`src/rtl/uart_pkg.sv`:
```
// Shared definitions for the UART receiver: FSM state encoding,
// oversampling ratio and helpers for baud division and bit voting.
package uart_pkg;

    localparam int OVERSAMPLE = 16;

    typedef enum logic [1:0] {
        ST_IDLE  = 2'd0,
        ST_START = 2'd1,
        ST_DATA  = 2'd2,
        ST_STOP  = 2'd3
    } rx_state_e;

    // Oversample tick divisor, rounded to nearest: round(clk_hz / (16 * baud)).
    function automatic int calc_div(input longint clk_hz, input longint baud);
        longint den;
        den = longint'(OVERSAMPLE) * baud;
        return int'((clk_hz + den / 2) / den);
    endfunction

    // Two-of-three vote used to resolve each received bit.
    function automatic logic maj3(input logic a, input logic b, input logic c);
        return (a & b) | (a & c) | (b & c);
    endfunction

endpackage

```
`src/rtl/uart_rx_fifo_sync_fifo.sv`:
```
// First-word-fall-through synchronous FIFO. Occupancy is tracked in a level
// counter, so the pointers simply wrap and full/empty come from the level.
module sync_fifo #(
    parameter int WIDTH = 8,
    parameter int DEPTH = 16
) (
    input  logic                       clk_i,
    input  logic                       rst_ni,
    input  logic                       push_i,
    input  logic [WIDTH-1:0]           push_data_i,
    input  logic                       pop_i,
    output logic [WIDTH-1:0]           rd_data_o,
    output logic                       full_o,
    output logic                       empty_o,
    output logic [$clog2(DEPTH):0]     level_o
);

    localparam int AW = (DEPTH > 1) ? $clog2(DEPTH) : 1;
    localparam int LW = $clog2(DEPTH) + 1;

    logic [WIDTH-1:0] mem_q [DEPTH];
    logic [AW-1:0]    wr_ptr_q, wr_ptr_d;
    logic [AW-1:0]    rd_ptr_q, rd_ptr_d;
    logic [LW-1:0]    level_q, level_d;
    logic             do_push, do_pop;

    assign full_o  = (level_q == LW'(DEPTH));
    assign empty_o = (level_q == '0);
    assign level_o = level_q;

    // A push into a full FIFO is only accepted when a pop frees the head slot
    // in the same cycle; a pop on an empty FIFO is ignored.
    assign do_push = push_i & (~full_o | pop_i);
    assign do_pop  = pop_i & ~empty_o;

    // Head byte is forced to zero when nothing is stored so the output is
    // defined from reset onward.
    assign rd_data_o = empty_o ? '0 : mem_q[rd_ptr_q];

    // Next pointer and occupancy values.
    always_comb begin
        wr_ptr_d = wr_ptr_q;
        rd_ptr_d = rd_ptr_q;
        level_d  = level_q;
        if (do_push) wr_ptr_d = wr_ptr_q + AW'(1);
        if (do_pop)  rd_ptr_d = rd_ptr_q + AW'(1);
        level_d = level_q + LW'(do_push) - LW'(do_pop);
    end

    // Pointer and level registers.
    always_ff @(posedge clk_i or negedge rst_ni) begin
        if (!rst_ni) begin
            wr_ptr_q <= '0;
            rd_ptr_q <= '0;
            level_q  <= '0;
        end else begin
            wr_ptr_q <= wr_ptr_d;
            rd_ptr_q <= rd_ptr_d;
            level_q  <= level_d;
        end
    end

    // Storage array; contents need no reset because the read port is gated by empty.
    always_ff @(posedge clk_i) begin
        if (do_push) mem_q[wr_ptr_q] <= push_data_i;
    end

endmodule

```
`src/rtl/uart_rx_fifo.sv`:
```
// 8N1 UART receiver with 16x oversampling, 3-sample majority voting and a
// FWFT receive FIFO with sticky framing-error and overrun flags.
//
// state  | meaning
// -------+---------------------------------------------------------------
// IDLE   | waiting for a synchronized high-to-low edge on rxd
// START  | validating the start bit; a voted 1 is a glitch, back to IDLE
// DATA   | shifting in 8 data bits, LSB first
// STOP   | voting the stop bit at tick 9; push or flag, then back to IDLE
module uart_rx_fifo
    import uart_pkg::*;
#(
    parameter int CLK_HZ     = 50000000,
    parameter int BAUD       = 115200,
    parameter int FIFO_DEPTH = 16
) (
    input  logic                          clk_clk,
    input  logic                          reset_reset_n,
    input  logic                          rxd,
    output logic [7:0]                    rx_data,
    output logic                          rx_valid,
    input  logic                          rx_ready,
    output logic [$clog2(FIFO_DEPTH):0]   fifo_level,
    output logic                          framing_error,
    output logic                          overrun,
    input  logic                          err_clear
);

    localparam int DIV   = calc_div(longint'(CLK_HZ), longint'(BAUD));
    localparam int DIV_W = (DIV > 1) ? $clog2(DIV) : 1;

    logic [1:0]       sync_q;
    logic             rxd_s;
    logic             rxd_prev_q;
    logic [DIV_W-1:0] div_cnt_q, div_cnt_d;
    logic             tick;

    rx_state_e        state_q;
    logic [3:0]       tick_cnt_q;
    logic [2:0]       bit_cnt_q;
    logic [7:0]       shift_q;
    logic [1:0]       samp_q;
    logic             bit_val;
    logic             push_q;
    logic             fe_set_q;

    logic             framing_error_q, framing_error_d;
    logic             overrun_q, overrun_d;
    logic             fifo_full, fifo_empty, pop;

    assign rxd_s = sync_q[1];

    // Two-flop synchronizer plus one delayed copy for start-edge detection.
    always_ff @(posedge clk_clk or negedge reset_reset_n) begin
        if (!reset_reset_n) begin
            sync_q     <= 2'b11;
            rxd_prev_q <= 1'b1;
        end else begin
            sync_q     <= {sync_q[0], rxd};
            rxd_prev_q <= rxd_s;
        end
    end

    // Free-running oversample divider, tick on its last count.
    always_comb begin
        tick      = (div_cnt_q == DIV_W'(DIV - 1));
        div_cnt_d = tick ? '0 : div_cnt_q + DIV_W'(1);
    end

    // Divider register.
    always_ff @(posedge clk_clk or negedge reset_reset_n) begin
        if (!reset_reset_n) div_cnt_q <= '0;
        else                div_cnt_q <= div_cnt_d;
    end

    // Samples from ticks 7 and 8 vote together with the live sample at tick 9.
    assign bit_val = maj3(samp_q[0], samp_q[1], rxd_s);

    // Receive FSM. Returning to IDLE at tick 9 of the stop bit leaves room to
    // catch a following start edge. Start detection needs the previous
    // synchronized sample to be high, so a held-low break line produces one
    // framing error and nothing more until the line has gone high again.
    always_ff @(posedge clk_clk or negedge reset_reset_n) begin
        if (!reset_reset_n) begin
            state_q    <= ST_IDLE;
            tick_cnt_q <= '0;
            bit_cnt_q  <= '0;
            shift_q    <= '0;
            samp_q     <= '0;
            push_q     <= 1'b0;
            fe_set_q   <= 1'b0;
        end else begin
            push_q   <= 1'b0;
            fe_set_q <= 1'b0;
            if (state_q == ST_IDLE) begin
                if (rxd_prev_q && !rxd_s) begin
                    state_q    <= ST_START;
                    tick_cnt_q <= '0;
                end
            end else if (tick) begin
                tick_cnt_q <= tick_cnt_q + 4'd1;
                if (tick_cnt_q == 4'd7) samp_q[0] <= rxd_s;
                if (tick_cnt_q == 4'd8) samp_q[1] <= rxd_s;
                case (state_q)
                    ST_START: begin
                        if (tick_cnt_q == 4'd9 && bit_val) begin
                            state_q <= ST_IDLE;
                        end else if (tick_cnt_q == 4'd15) begin
                            state_q   <= ST_DATA;
                            bit_cnt_q <= '0;
                        end
                    end
                    ST_DATA: begin
                        if (tick_cnt_q == 4'd9) shift_q <= {bit_val, shift_q[7:1]};
                        if (tick_cnt_q == 4'd15) begin
                            bit_cnt_q <= bit_cnt_q + 3'd1;
                            if (bit_cnt_q == 3'd7) state_q <= ST_STOP;
                        end
                    end
                    ST_STOP: begin
                        if (tick_cnt_q == 4'd9) begin
                            state_q <= ST_IDLE;
                            if (bit_val) push_q   <= 1'b1;
                            else         fe_set_q <= 1'b1;
                        end
                    end
                    default: state_q <= ST_IDLE;
                endcase
            end
        end
    end

    assign pop = rx_valid & rx_ready;

    // Sticky flags: a set in the same cycle as err_clear wins.
    always_comb begin
        framing_error_d = fe_set_q | (framing_error_q & ~err_clear);
        overrun_d       = (push_q & fifo_full & ~pop) | (overrun_q & ~err_clear);
    end

    // Flag registers.
    always_ff @(posedge clk_clk or negedge reset_reset_n) begin
        if (!reset_reset_n) begin
            framing_error_q <= 1'b0;
            overrun_q       <= 1'b0;
        end else begin
            framing_error_q <= framing_error_d;
            overrun_q       <= overrun_d;
        end
    end

    assign framing_error = framing_error_q;
    assign overrun       = overrun_q;
    assign rx_valid      = ~fifo_empty;

    sync_fifo #(
        .WIDTH (8),
        .DEPTH (FIFO_DEPTH)
    ) u_fifo (
        .clk_i       (clk_clk),
        .rst_ni      (reset_reset_n),
        .push_i      (push_q),
        .push_data_i (shift_q),
        .pop_i       (pop),
        .rd_data_o   (rx_data),
        .full_o      (fifo_full),
        .empty_o     (fifo_empty),
        .level_o     (fifo_level)
    );

endmodule
```
`config.mk`:
```
export PLATFORM = sky130hd
export DESIGN_NAME = uart_rx_fifo
export DESIGN_NICKNAME = d
export VERILOG_FILES = /design/src/rtl/uart_pkg.sv /design/src/rtl/uart_rx_fifo_sync_fifo.sv /design/src/rtl/uart_rx_fifo.sv
export SDC_FILE = /design/constraint.sdc
export NUM_CORES = 1
export LEC_CHECK = 0
export ABC_AREA = 0
export CAP_MARGIN = 20
export CELL_PAD_IN_SITES_DETAIL_PLACEMENT = 1
export CELL_PAD_IN_SITES_GLOBAL_PLACEMENT = 1
export CORE_MARGIN = 2
export CORE_UTILIZATION = 45
export DETAILED_ROUTE_END_ITERATION = 12
export DONT_BUFFER_PORTS = 1
export PLACE_DENSITY_LB_ADDON = 0.1
export RECOVER_POWER = 50
export SLEW_MARGIN = 20
export SYNTH_ARGS = -nofsm -noshare
export SYNTH_HDL_FRONTEND = slang
export SYNTH_SLANG_ARGS = --single-unit
```
`constraint.sdc`:
```
create_clock -name clk_clk -period 3.2 [get_ports clk_clk]
set_clock_uncertainty 0.2 [all_clocks]
set_input_delay 0.16 -clock clk_clk [delete_from_list [all_inputs] [get_ports clk_clk]]
set_output_delay 0.16 -clock clk_clk [all_outputs]
set_load 0.03 [all_outputs]
```
Word-level counts from Yosys, hierarchy flattened
Memory sizes are Yosys's and may differ from the RTL's.
Cells that the tools add are included.
{"block": "classes", "n_reduce_logical": 13, "eq_ne": 18, "n_mux": 30, "add_sub_neg": 7, "n_bitwise": 20}
{"operator": "2-to-1 mux 2 bit", "count": 8}
{"operator": "adder 4 x 1 -> 4 bit, second input constant", "count": 3}
{"operator": "== test 4 bit, second input constant", "count": 3}
{"operator": "2-to-1 mux 1 bit", "count": 12}
{"operator": "2-to-1 mux 4 bit", "count": 3}
{"operator": "AND reduction 6 bit", "count": 2}
{"operator": "AND 1 bit", "count": 10}
{"operator": "== test 5 bit, second input constant", "count": 2}
{"operator": "2-to-1 mux 3 bit", "count": 3}
{"operator": "inequality test 3 bit, second input constant", "count": 3}
{"operator": "2-to-1 mux 8 bit", "count": 1}
{"operator": "inequality test 2 bit, second input constant", "count": 3}
{"operator": "case mux 2 bit (3 select lines)", "count": 1}
{"operator": "case mux 3 bit (2 select lines)", "count": 1}
{"operator": "AND reduction 3 bit", "count": 2}
{"operator": "adder 5 x 1 -> 5 bit", "count": 1}
{"operator": "adder 5 x 1 -> 5 bit, second input constant", "count": 1}
{"operator": "logical NOT 5 bit", "count": 1}
{"operator": "2-to-1 mux 5 bit", "count": 1}
{"operator": "inverter 1 bit", "count": 5}
{"operator": "bitwise OR 1 bit", "count": 5}
{"operator": "subtractor 5 x 1 -> 5 bit", "count": 1}
{"operator": "== test 2 bit, second input constant", "count": 2}
{"operator": "== test 4 x 3 -> 1 bit, second input constant", "count": 1}
{"operator": "11 further kinds", "count": 13}
{"block": "word_totals", "reg_bits": 44, "n_memories": 1, "out_inout_bits": 16, "mem_bits_rw": 128, "input_bits": 5}
{"name": "u_fifo.mem_q", "depth": 16, "word_bits": 8, "read_ports": 1, "rd_ports_with_merged_regs": 0, "write_ports": 1, "line_no": "uart_rx_fifo_sync_fifo.sv:21", "rtl": "logic [WIDTH-1:0] mem_q [DEPTH];"}

Longest topological paths before layout
{"block": "depth", "word_depth": 8, "ltp_mapped": 13, "mapped_depth_nobuf": 12}

Cells and area by module
A second synthesis with hierarchy kept.
{"block": "hier_totals", "hier_cells": 418, "hier_area_um2": 7352.1}
{"mod": "sync_fifo", "cells_per_inst": 289, "seq_area_each_um2": 4169.0, "area_each_um2": 5821.8, "instances": 1}
{"mod": "uart_rx_fifo", "cells_per_inst": 129, "seq_area_each_um2": 779.5, "area_each_um2": 1530.2, "instances": 1}

Worst setup path before layout
No wires, ideal clock.
{"block": "synth_path", "path_type": "register -> register", "from": "register u_fifo.level_q[3], in the netlist u_fifo.level_o[3]", "to": "register u_fifo.level_q[4], in the netlist u_fifo.level_o[4]", "arrival_time_ns": 2.838, "path_stages_with_launch": 14, "path_buffers": 1, "synth_period_minus_slack_ns": 3.161, "setup_slack_ns": 0.039, "t_required_ns": 2.877, "path_cell_list": "dfrtp_1 inv_1 ha_1 or4b_4 and2_4 buf_6 ha_1 inv_1 ha_1 fa_1 a21oi_1 nor2_1 nor2_1 xnor2_1"}
{"item": "start: declaration", "line_no": "uart_rx_fifo_sync_fifo.sv:24", "rtl": "logic [LW-1:0] level_q, level_d;"}
{"item": "start signal: assignment", "line_no": "uart_rx_fifo_sync_fifo.sv:59", "rtl": "level_q <= level_d;"}
{"item": "logical NOT 5 bit *", "line_no": "uart_rx_fifo_sync_fifo.sv:28", "rtl": "assign empty_o = (level_q == '0);"}
{"item": "inverter 1 bit *", "line_no": "uart_rx_fifo.sv:154", "rtl": "assign rx_valid = ~fifo_empty;"}
{"item": "named net rx_valid", "line_no": "uart_rx_fifo.sv:21", "rtl": "output logic rx_valid,"}
{"item": "AND 1 bit", "line_no": "uart_rx_fifo.sv:133", "rtl": "assign pop = rx_valid & rx_ready;"}
{"item": "AND 1 bit *", "line_no": "uart_rx_fifo_sync_fifo.sv:34", "rtl": "assign do_pop = pop_i & ~empty_o;"}
{"item": "named net u_fifo.do_pop", "line_no": "uart_rx_fifo_sync_fifo.sv:25", "rtl": "logic do_push, do_pop;"}
{"item": "subtractor 5 x 1 -> 5 bit *", "line_no": "uart_rx_fifo_sync_fifo.sv:47", "rtl": "level_d = level_q + LW'(do_push) - LW'(do_pop);"}
{"item": "named net u_fifo.level_d[4]", "line_no": "uart_rx_fifo_sync_fifo.sv:24"}
The timed path passes the listed nets; every way through them passes the cells marked *.
A chain may end at the register's enable or synchronous reset.

Worst setup path after layout
{"block": "layout_path", "from": "register u_fifo.level_q[2], in the netlist u_fifo.level_o[2]", "to": "register u_fifo.level_q[4], in the netlist u_fifo.level_o[4]"}
{"block": "layout_via", "elab_chain_len": 7}
{"item": "logical NOT 5 bit", "line_no": "uart_rx_fifo_sync_fifo.sv:28"}
{"item": "inverter 1 bit", "line_no": "uart_rx_fifo_sync_fifo.sv:34, uart_rx_fifo.sv:154"}
{"item": "AND 1 bit", "line_no": "uart_rx_fifo.sv:133"}
{"item": "bitwise OR 1 bit", "line_no": "uart_rx_fifo_sync_fifo.sv:33", "rtl": "assign do_push = push_i & (~full_o | pop_i);"}
{"item": "AND 1 bit", "line_no": "uart_rx_fifo_sync_fifo.sv:33"}
{"item": "adder 5 x 1 -> 5 bit", "line_no": "uart_rx_fifo_sync_fifo.sv:47"}
{"item": "subtractor 5 x 1 -> 5 bit *", "line_no": "uart_rx_fifo_sync_fifo.sv:47"}
{"item": "named net u_fifo.level_d[4]", "line_no": "uart_rx_fifo_sync_fifo.sv:24"}
Marked as above.

==> out/summary.txt <==
RR Endpoint -> u_fifo.level_o[4]
Buffers on Ports -> 0
Ys Warns -> 0
Slew Limit Headroom -> 52.9%
RSZ-0062 raised after global routing -> no
post-route cell area -> 8300 µm²
final WL -> 14,000 µm
TritonCTS buffer count -> 17
final cell count without fillers -> 681
number of flops mapped to enable cells by yosys -> 128
Gate Count Post-Synth -> 411
setup slack, reg-to-reg -> 0.23 ns
Tot GR Track Use -> 18.5%
clock-pin slew on the worst setup and hold paths -> 0.06 ns
Synth Flop Type -> edfxtp_1
VDD IR-drop max -> 0.000421 V
layout cells sized above 1 -> 24.3%
H-tree depth -> 4
Worst-Margin Slew -> 0.706 ns
crit end category -> register
worst hold slack -> 0.0314 ns
most frequent cells in the layout -> 128 x edfxtp_1, 40 x dfrtp_1, 32 x mux4_2, 32 x buf_4, 23 x nor2_1
Final setup viols -> 0
Pins Over Slew Limit -> 0
initial antenna violation count -> 0
TritonCTS clock tree -> built
clk_lat worst skew -> 0.42 ns
P per Cell Area -> 705 nW/µm²
Mapped Area -> 7160 µm²
outcome -> completed
first drt pass iteration count -> 6
syn_nets -> 439
Die ar. -> 16,900 µm²
sequential fraction of the synthesis area -> 69.1%
largest net degree at the start of global routing -> 45
min cycle time layout -> 2.97 ns
Final Hold Vio Count -> 0
grt total ovfl -> 0
Final ANT Viol Nets -> 0
initial core utilization -> 45.6%
max-cap viol count -> 0
worst r2r path cells -> 12
slowest CP cell -> or4b_4
Post-synth ARST share -> 25.6%
CP max FO -> 5
worst path required time -> 3.34 ns
origin of the critical flop-to-flop path -> u_fifo.level_o[2]
number of global-route vias before repair -> 4,045
library cells used by synthesis -> 50
Die Y -> 130 µm
Worst EP arrival -> 3.11 ns
vias post-DR -> 3,616
Post-Route Setup TNS -> 0 ns
post-detail-place hpwl -> 9190 µm
critical path startpoint category -> register
Row Count -> 46
static leakage -> 3.39 nW
first-pass GRT wire length -> 22,500 µm
fmax -> 337 MHz
flops & latches, synth -> 172
postcts setup bufs -> 0
commonest non-fill, non-tap cell in the layout -> edfxtp_1
post-cts repair resize count -> 0
syn avg cell area -> 17.4 µm²
Area Growth Syn to Fin -> 15.9%
Antenna diodes -> 0
filler instances -> 1,477
clock sinks -> 172
Post-DP Area -> 7610 µm²
vias per cell -> 5.31
clk buf depth -> 2
worst-path cell chain -> inv_1 -> ha_1 -> or4b_4 -> and2_4 -> ha_1 -> inv_1 -> ha_1 -> fa_1 -> a21oi_1 -> nor2_1 -> nor2_1 -> xnor2_1
Top-Level Pins -> 21
Hold Buf Count CTS -> 5
most frequent CP cell -> ha_1
routed len/inst -> 20.6 µm
crit-path max cell delay -> 0.47 ns
Power Total -> 5.85 mW
kind of critical path -> reg2reg
period utilization -> 92.8%
root buffer selected by CTS -> clkbuf_16
nets -> 480
core area -> 15,700 µm²
DP Cell Count -> 644
Horiz. Die Dim -> 130 µm
RD Place Congestion -> 0.727
DRC -> 0
worst hold path class -> in2async
DR iter-0 viols -> 178
## power by group
group / internal, mW / switching [mW]
Clock: 1.38 / 0.827
Combinational: 0.474 / 0.642
Sequential: 2.45 / 0.0754
## how the worst max path moves through the flow
stage,to,slack (ns),from
after floorplan,u_fifo.level_o[4],0.04,u_fifo.level_o[3]
after global placement,u_fifo.level_o[4],0.31,u_fifo.level_o[2]
after detailed placement,u_fifo.level_o[4],0.22,u_fifo.level_o[2]
after CTS,u_fifo.level_o[4],0.20,u_fifo.level_o[2]
after global routing,u_fifo.level_o[4],0.04,u_fifo.level_o[2]
final,u_fifo.level_o[4],0.23,u_fifo.level_o[2]
## cell families after synthesis
family | share of synthesized area (%)
flops | 69.1
compound gates | 2.99
buf+inv | 2.27
fa+ha+maj | 4.26
xor+xnor | 1.59
simple gates | 5.38
mux | 14.4
## Yosys cell counts (2+ instances only)
| cell type | number | share of area [%] |
|---|---|---|
| ha_1 | 22 | 3.8 |
| nor2_1 | 23 | 1.2 |
| mux2i_1 | 18 | 2.5 |
| nor3b_1 | 2 | 0.21 |
| xnor2_1 | 8 | 0.98 |
| buf_4 | 4 | 0.42 |
| a21o_1 | 2 | 0.21 |
| dfstp_2 | 3 | 1.1 |
| and3_1 | 2 | 0.17 |
| buf_2 | 6 | 0.42 |
| dfrtp_1 | 41 | 14 |
| o21ai_0 | 8 | 0.56 |
| nand2_1 | 17 | 0.89 |
| nor3_1 | 6 | 0.42 |
| nor2b_1 | 2 | 0.17 |
| a21oi_1 | 4 | 0.28 |
| nand4b_1 | 3 | 0.37 |
| mux4_2 | 32 | 10 |
| xor2_1 | 5 | 0.61 |
| nand2b_1 | 4 | 0.35 |
| mux2_2 | 10 | 1.6 |
| edfxtp_1 | 128 | 54 |
| clkbuf_1 | 3 | 0.16 |
| and4b_1 | 2 | 0.28 |
| buf_1 | 3 | 0.16 |
| inv_1 | 17 | 0.89 |
| nand3_1 | 5 | 0.35 |
| o22ai_1 | 8 | 0.70 |
| nand4_1 | 2 | 0.17 |
## sequential cells by signal, summed over array words and instances, names as in the netlist, 3 cells and up
| register | count |
|---|---|
| bit_cnt_q | 3 |
| tick_cnt_q | 4 |
| shift_q | 8 |
| u_fifo.level_o | 5 |
| div_cnt_q | 5 |
| u_fifo.mem_q | 128 |
| u_fifo.rd_ptr_q | 4 |
| u_fifo.wr_ptr_q | 4 |
## critical path, delay by kind of cell (launching register included)
kind | cells | cell delay, ns
fa+ha+maj | 4 | 1.07
simple gates | 4 | 0.82
flops | 1 | 0.38
compound gates | 1 | 0.17
buf+inv | 2 | 0.13
xor+xnor | 1 | 0.13
## cell type report
cell class	instances	area [µm²]	area share (%)
Tap cell	216	270	3.26
Sequential cell	172	4950	59.7
Timing Repair Buffer	40	335	4.04
Inverter	17	63.8	0.769
Clock inverter	12	194	2.34
Clock buffer	20	437	5.26
Multi-Input combinational cell	204	2050	24.7
## metrics by stage
stage               utilization (%)  worst slack [ns]
floorplan                         -            0.0392
global placement               48.4             0.312
detailed placement             48.4             0.222
CTS                            52.9             0.202
global route                   52.8            0.0401
finish                         52.8             0.230
## routing by layer
metal	up-vias	track usage, %	routed length (µm)	part of all wire, %
li1	1657	-	-	-
met1	1891	24.3	6390	46
met2	53	31.0	6960	50
met3	15	4.72	498	3.6
met4	0	5.31	165	1.2
met5	-	0	0	0
(Power assumes the default switching activity.)
